### src/rtl/serial_msg_receiver.sv
`default_nettype none
// ============================================================================
// Module   : serial_msg_receiver
// Purpose  : Receives 8-period serial frames (start, d0..d4, parity, stop)
//            on an asynchronous line and reports the 5-bit data word with
//            parity and framing status pulses.
// Ports    : clk        - system clock, rising-edge active
//            rst        - synchronous, active-high reset
//            din        - serial line, idle level 1 (asynchronous)
//            div[9:0]   - bit period in clk cycles; effective max(div, 2)
//            mode       - parity select: 0 = even, 1 = odd
//            msg_out    - last correctly framed data word (d0 = LSB)
//            valid      - one-cycle pulse: frame received with stop bit 1
//            err_parity - one-cycle pulse alongside valid on parity error
//            err_frame  - one-cycle pulse when the stop bit samples 0
//            busy       - high whenever the receiver is not idle
// Revision : 1.0 - initial release
// ============================================================================
module serial_msg_receiver (
    input  logic       clk,
    input  logic       rst,
    input  logic       din,
    input  logic [9:0] div,
    input  logic       mode,
    output logic [4:0] msg_out,
    output logic       valid,
    output logic       err_parity,
    output logic       err_frame,
    output logic       busy
);

    localparam logic [9:0] c_MIN_PERIOD = 10'd2;
    localparam logic [2:0] c_LAST_BIT   = 3'd4;

    typedef enum logic [2:0] {
        S_IDLE   = 3'd0,
        S_START  = 3'd1,
        S_DATA   = 3'd2,
        S_PARITY = 3'd3,
        S_STOP   = 3'd4
    } state_t;

    state_t     state_q, state_d;
    logic [9:0] cnt_q, cnt_d;
    logic [2:0] bit_idx_q, bit_idx_d;
    logic [4:0] data_q, data_d;
    logic       parity_q, parity_d;
    logic [4:0] msg_q, msg_d;
    logic       valid_q, valid_d;
    logic       err_parity_q, err_parity_d;
    logic       err_frame_q, err_frame_d;
    logic       din_meta_q;
    logic       din_s_q;

    logic [9:0] w_period;
    logic [9:0] w_half_m1;
    logic [9:0] w_full_m1;

    assign w_period  = (div < c_MIN_PERIOD) ? c_MIN_PERIOD : div;
    assign w_half_m1 = (w_period >> 1) - 10'd1;
    assign w_full_m1 = w_period - 10'd1;

    // Terminal counts use >= so that a period shortened mid-frame still
    // ends the current bit instead of letting cnt run past P-1 and wrap.
    always_comb begin
        state_d      = state_q;
        cnt_d        = cnt_q;
        bit_idx_d    = bit_idx_q;
        data_d       = data_q;
        parity_d     = parity_q;
        msg_d        = msg_q;
        valid_d      = 1'b0;
        err_parity_d = 1'b0;
        err_frame_d  = 1'b0;

        case (state_q)
            S_IDLE: begin
                if (!din_s_q) begin
                    state_d = S_START;
                    cnt_d   = 10'd0;
                end
            end

            S_START: begin
                if (cnt_q >= w_half_m1) begin
                    cnt_d = 10'd0;
                    if (!din_s_q) begin
                        state_d   = S_DATA;
                        bit_idx_d = 3'd0;
                    end else begin
                        // Glitch shorter than half a bit: silently drop it.
                        state_d = S_IDLE;
                    end
                end else begin
                    cnt_d = cnt_q + 10'd1;
                end
            end

            S_DATA: begin
                if (cnt_q >= w_full_m1) begin
                    cnt_d             = 10'd0;
                    data_d[bit_idx_q] = din_s_q;
                    if (bit_idx_q == c_LAST_BIT) begin
                        state_d = S_PARITY;
                    end else begin
                        bit_idx_d = bit_idx_q + 3'd1;
                    end
                end else begin
                    cnt_d = cnt_q + 10'd1;
                end
            end

            S_PARITY: begin
                if (cnt_q >= w_full_m1) begin
                    cnt_d    = 10'd0;
                    parity_d = din_s_q;
                    state_d  = S_STOP;
                end else begin
                    cnt_d = cnt_q + 10'd1;
                end
            end

            S_STOP: begin
                if (cnt_q >= w_full_m1) begin
                    cnt_d   = 10'd0;
                    state_d = S_IDLE;
                    if (din_s_q) begin
                        msg_d        = data_q;
                        valid_d      = 1'b1;
                        // XOR over data+parity must equal the selected sense.
                        err_parity_d = ((^data_q) ^ parity_q) != mode;
                    end else begin
                        err_frame_d  = 1'b1;
                    end
                end else begin
                    cnt_d = cnt_q + 10'd1;
                end
            end

            default: begin
                state_d = S_IDLE;
                cnt_d   = 10'd0;
            end
        endcase
    end

    always_ff @(posedge clk) begin
        if (rst) begin
            state_q      <= S_IDLE;
            cnt_q        <= 10'd0;
            bit_idx_q    <= 3'd0;
            data_q       <= 5'd0;
            parity_q     <= 1'b0;
            msg_q        <= 5'd0;
            valid_q      <= 1'b0;
            err_parity_q <= 1'b0;
            err_frame_q  <= 1'b0;
            din_meta_q   <= 1'b1;
            din_s_q      <= 1'b1;
        end else begin
            state_q      <= state_d;
            cnt_q        <= cnt_d;
            bit_idx_q    <= bit_idx_d;
            data_q       <= data_d;
            parity_q     <= parity_d;
            msg_q        <= msg_d;
            valid_q      <= valid_d;
            err_parity_q <= err_parity_d;
            err_frame_q  <= err_frame_d;
            din_meta_q   <= din;
            din_s_q      <= din_meta_q;
        end
    end

    assign msg_out    = msg_q;
    assign valid      = valid_q;
    assign err_parity = err_parity_q;
    assign err_frame  = err_frame_q;
    assign busy       = (state_q != S_IDLE);

endmodule
`default_nettype wire
### config.mk
export PLATFORM = sky130hd
export DESIGN_NAME = serial_msg_receiver
export DESIGN_NICKNAME = d
export VERILOG_FILES = /design/src/rtl/serial_msg_receiver.sv
export SDC_FILE = /design/constraint.sdc
export NUM_CORES = 1
export LEC_CHECK = 0
export BUFFER_PORTS_ARGS = -buffer_cell sky130_fd_sc_hd__clkbuf_2
export CAP_MARGIN = 15
export CORE_UTILIZATION = 55
export DETAILED_ROUTE_END_ITERATION = 8
export PLACE_DENSITY = 0.75
export SETUP_SLACK_MARGIN = 0.5
export SKIP_CTS_REPAIR_TIMING = 1
export SLEW_MARGIN = 30
export SYNTH_ARGS = -nofsm -noshare
export SYNTH_HDL_FRONTEND = slang
export SYNTH_SLANG_ARGS = --single-unit
### constraint.sdc
create_clock -name clk -period 6.1 [get_ports clk]
set_clock_uncertainty 0.15 [all_clocks]
set_input_delay 1.525 -clock clk [delete_from_list [all_inputs] [get_ports clk]]
set_output_delay 1.525 -clock clk [all_outputs]
set_load 0.02 [all_outputs]
# Yosys cells after proc, flatten, opt, wreduce, memory -nomap -nowiden
# Cells that the tools add are included.
[totals] output_inout_bits=9 ff_bits=32 input_bits=14 word_cells=74
[classes] reduce_logical=13 n_eq_ne=14 mux=23 bitwise_logic=4 add_sub_neg=4 magnitude_cmp=5
[ops] cell="two-way mux 10 bit" n=4
[ops] cell="two-way mux 3 bit" n=10
[ops] cell="one-hot mux 10 bit (3 select lines)" n=1
[ops] cell="greater-or-equal comparator 10 bit" n=2
[ops] cell="!= test 2 bit, second input constant" n=8
[ops] cell="one-hot mux 3 bit (5 select lines)" n=1
[ops] cell="adder 10 x 1 -> 10 bit, second input constant" n=1
[ops] cell="< comparator 10 x 2 -> 1 bit, second input constant" n=1
[ops] cell="subtractor 10 x 1 -> 10 bit, second input constant" n=1
[ops] cell="subtractor 9 x 1 -> 10 bit, second input constant" n=1
[ops] cell="equality test 3 x 2 -> 1 bit, second input constant" n=2
[ops] cell="equality test 3 bit, second input constant" n=2
[ops] cell="one-hot mux 3 bit (2 select lines)" n=1
[ops] cell="AND reduction 6 bit" n=1
[ops] cell="OR reduction 3 bit" n=2
[ops] cell="bitwise mux 5 bit" n=1
[ops] cell="AND reduction 5 bit" n=1
[ops] cell="parity 5 bit" n=1
[ops] cell="< comparator 3 x 4 -> 1 bit, second input constant" n=1
[ops] cell="AND reduction 2 bit" n=2
[ops] cell="OR reduction 4 bit" n=1
[ops] cell="adder 3 x 1 -> 3 bit, second input constant" n=1
[ops] cell="demux 1 bit (select 3 bit)" n=1
[ops] cell="equality test 3 x 1 -> 1 bit, second input constant" n=1
[ops] cell="11 further kinds" n=15

# Depth between registers and ports, before layout
[logic_depth] ltp_word=6 ltp_mapped=17

# Worst setup path before layout
# Ideal clock, no wire load.
[synth_timing] kind="input to register" from="in div[4]" to="reg parity_q" setup_time_ns=0.126 setup_slack_ns=0.912 cell_stages=15 t_arrival_ns=4.912 path_buffers=0 required_time_ns=5.824 cell_sequence="nor4_1 nor3b_2 a21oi_1 ha_1 nand2_1 or3_1 nor3_1 nor2b_1 xnor2_1 ha_1 nand4_2 o41ai_4 nor3_2 or3_1 mux2i_1"
[synth_between] elab_chain_cells=5
[synth_lines] element="from (decl)" line="23" source="input logic [9:0] div,"
[synth_lines] element="< comparator 10 x 2 -> 1 bit" line="59" source="assign w_period = (div < c_MIN_PERIOD) ? c_MIN_PERIOD : div;"
[synth_lines] element="two-way mux 10 bit (*)" line="59"
[synth_lines] element="subtractor 10 x 1 -> 10 bit (*)" line="61" source="assign w_full_m1 = w_period - 10'd1;"
[synth_lines] element="greater-or-equal comparator 10 bit (*)" line="114" source="if (cnt_q >= w_full_m1) begin"
[synth_lines] element="AND reduction 2 bit (no source line) (*)"
[synth_lines] element="to (signal assigned)" line="165" source="parity_q <= parity_d;"
[synth_lines] element="to (decl)" line="47" source="logic parity_q, parity_d;"
# Mark *: on every way between the ends. The rest lies on a longest branch, timed or not.
# A chain may end at the register's enable or synchronous reset.

# Final worst setup path
# Same ends and word-level chain as after synthesis.

==> summary.md <==
| Metric | Value |
|---|---|
| Outcome | complete, no violations |
| Detailed placement HPWL | 3670 µm |
| CP Capture Type | flop |
| P&R area growth vs syn | 10.5% |
| Leakage | 0.00111 µW |
| # nets final | 341 |
| DIE HEIGHT | 66.9 µm |
| Crit path cell chain | clkbuf_2 > nor4_2 > nor3b_2 > a21oi_2 > ha_1 > nand2_1 > or3_1 > nor3_2 > nor2b_1 > xnor2_1 > ha_1 > nand4_2 > o41ai_4 > nor3_2 > buf_4 > or3_1 > mux2i_1 |
| Max-slew headroom | 0.581 |
| I/O pin total | 23 |
| Total GRT Usage | 0.255 |
| Ys Warns | 0 |
| Switching Share | 0.322 |
| IO buf count | 22 |
| DR iter-0 viols | 102 |
| Drt wl/cell | 13.9 µm |
| Unrepaired setup endpoints after global routing | false |
| Critical Path Start Type | input pin |
| CTS tree | done |
| Die W | 66.9 µm |
| H-tree levels | 2 |
| Yosys reg bits | 32 |
| Worst Hold Class | flop to flop |
| Wire length on met2 | 2080 µm |
| Ys flop type | dfxtp_1 |
| FMAX | 0.191 GHz |
| Post-placement cell count | 343 |
| First-pass GRT wire length | 8400 µm |
| Fin cells | 351 |
| Crit path max fanout | 16 |
| Fin crit share | 0.859 |
| Metal-1 WL | 2470 µm |
| Syn nets | 319 |
| Max incr delay on CP | 0.53 ns |
| Post-route ant nets | 0 |
| Final hold vios | 0 |
| Setup_tns | 0 ns |
| Most frequent cells after synthesis | 32 x dfxtp_1, 28 x nand2_1, 26 x ha_1, 22 x a21oi_1, 21 x nor2_1 |
| FF-to-FF setup slack | 3.49 ns |
| WL final | 4880 µm |
| Routability-driven placement congestion ratio | 0.836 |
| Most numerous cell in the Yosys netlist | dfxtp_1 |
| Sw Pwr | 159 µW |
| Via count of the first global-routing pass | 1770 |
| Via density | 5.64 |
| Seq pwr share | 0.457 |
| Worst-margin pin slew | 0.628 ns |
| Comb pwr share | 0.233 |
| Setup Viol. Count Final | 0 |
| PwrDens | 194 mW/mm² |
| Initial antenna violation count | 0 |
| Core region area | 0.00403 mm² |
| Power share of the clock group | 0.310 |
| Post-synthesis sequential area ratio | 0.277 |
| Max-cap violation count | 0 |
| CTS Sinks | 32 |
| P_int | 336 µW |
| Area contributors post-synth | dfxtp_1 28%, ha_1 14%, a21oi_1 4.8%, mux2i_1 4.8%, nand2_1 4.5% |
| Kind of critical path | input pin to flop |
| Post-synth EDFFs | 0 |
| Filler cells | 364 |
| Skew-Pair Late Insertion Delay | 0.29 ns |
| Synth cell types | 48 |
| Total grt overflow | 0 |
| Post-synth ARST share | 0 |
| Data arrival, critical path | 5.26 ns |
| # diodes | 0 |
| Mapped Cells | 279 |
| Die area | 0.00447 mm² |
| Synth area leader | dfxtp_1 |
| Clock transition at path regs | 0.06 ns |
| Initial core utilization | 0.575 |
| Critical path's slowest cell | o41ai_4 |
| Detailed-route via count | 1981 |
| Met3 wire len | 281 µm |
| VDD IR-drop max | 0.169 mV |
| Worst Path Required | 6.12 ns |
| Final Max Slew Viols | 0 |
| Avg Inst Size Synth | 8.30 µm² |
| DRC violation count after routing | 0 |
| Area fraction of the dominant cell type after synthesis | 0.277 |
| Layout cells sized above 1 | 0.143 |
| FP Rows | 23 |
| Synthesized area | 0.00231 mm² |
| Root buffer selected by CTS | clkbuf_8 |
| Clock buffer depth | 2 |
| TritonRoute pass-1 iters | 4 |
| Largest net degree at the start of global routing | 33 |
| CTS Buf Count | 5 |
| DR top layer | met4 |
| Fin crit period | 5.24 ns |
logic make-up (layout without fill, tap and decap cells):
logic type	after synthesis	after routing	share of synthesized area
buffers and inverters	18	40	0.0308
AO/OA/AOI/OAI	57	57	0.166
adder cells (fa/ha/maj)	26	26	0.141
other	1	1	0.00162
flip-flops	32	32	0.277
XOR/XNOR	21	21	0.0795
multiplexers	12	12	0.0524
AND/OR/NAND/NOR	112	112	0.252
power by group through the flow:
stage	registers, µW	clock network [µW]	logic (µW)
floorplan	224	0	92.4
global placement	231	0	113
detailed placement	231	0	115
CTS	226	156	115
global route	228	165	132
finish	226	153	115
layout make-up:
| class | instances | area (µm²) | share of cell area |
|---|---|---|---|
| sequential | 32 | 641 | 0.250 |
| clock inverter | 1 | 5.00 | 0.00196 |
| tap | 50 | 62.6 | 0.0245 |
| inverter | 9 | 33.8 | 0.0132 |
| clock buffer | 6 | 72.6 | 0.0284 |
| multi-input combinational | 229 | 1620 | 0.633 |
| timing repair buffer | 24 | 125 | 0.0489 |
placed cells by master (no fill, tap or decap), types with 4 or more instances in the layout:
cell	n
xnor2_1	12
o211ai_1	4
nor2_1	21
clkbuf_2	22
o21a_1	4
ha_1	26
clkbuf_8	5
nor4_1	4
nor3_1	10
a21oi_1	21
dfxtp_1	32
xor2_1	9
o22ai_1	7
inv_1	9
mux2i_1	11
nor2b_1	7
nand3_1	7
nand2b_1	8
nand2_1	28
o21ai_0	5
and2_1	7
routing by layer:
layer | up-vias | track usage
met5 | - | 0
met4 | 0 | 0.0957
met3 | 5 | 0.0514
met2 | 36 | 0.372
met1 | 904 | 0.363
li1 | 1036 | -
final timing paths:
| kind | startpoint | end | cells past startpoint |
|---|---|---|---|
| max | div[4] | parity_q | 17 |
| min | din_meta_q | din_s_q | 1 |
| max reg2reg | cnt_q[5] | parity_q | 8 |
| min reg2reg | din_meta_q | din_s_q | 1 |
sequential cells by signal, indices dropped and copies added, names as in the netlist:
signal      count
data_q          5
bit_idx_q       3
err_parity      1
err_frame       1
msg_out         5
din_meta_q      1
state_q         3
parity_q        1
valid           1
din_s_q         1
cnt_q          10
critical path: cells and delay by family:
kind            cells  cell delay, ns
buf+inv             2            0.34
simple gates        9            1.87
fa+ha+maj           2            0.55
mux                 1            0.13
compound gates      2            0.70
xor+xnor            1            0.13
through the flow:
step,utilization,cell area [µm²],total power (µW),hold WS (ns),worst slack (ns)
finish,0.635,2560,495,0.263,0.859
global route,0.635,2560,524,0.290,0.553
floorplan,-,2310,317,0.239,0.912
CTS,0.629,2530,498,0.267,0.542
detailed placement,0.610,2460,345,0.250,0.243
global placement,0.610,2460,344,0.242,0.400
(Power assumes the default switching activity.)
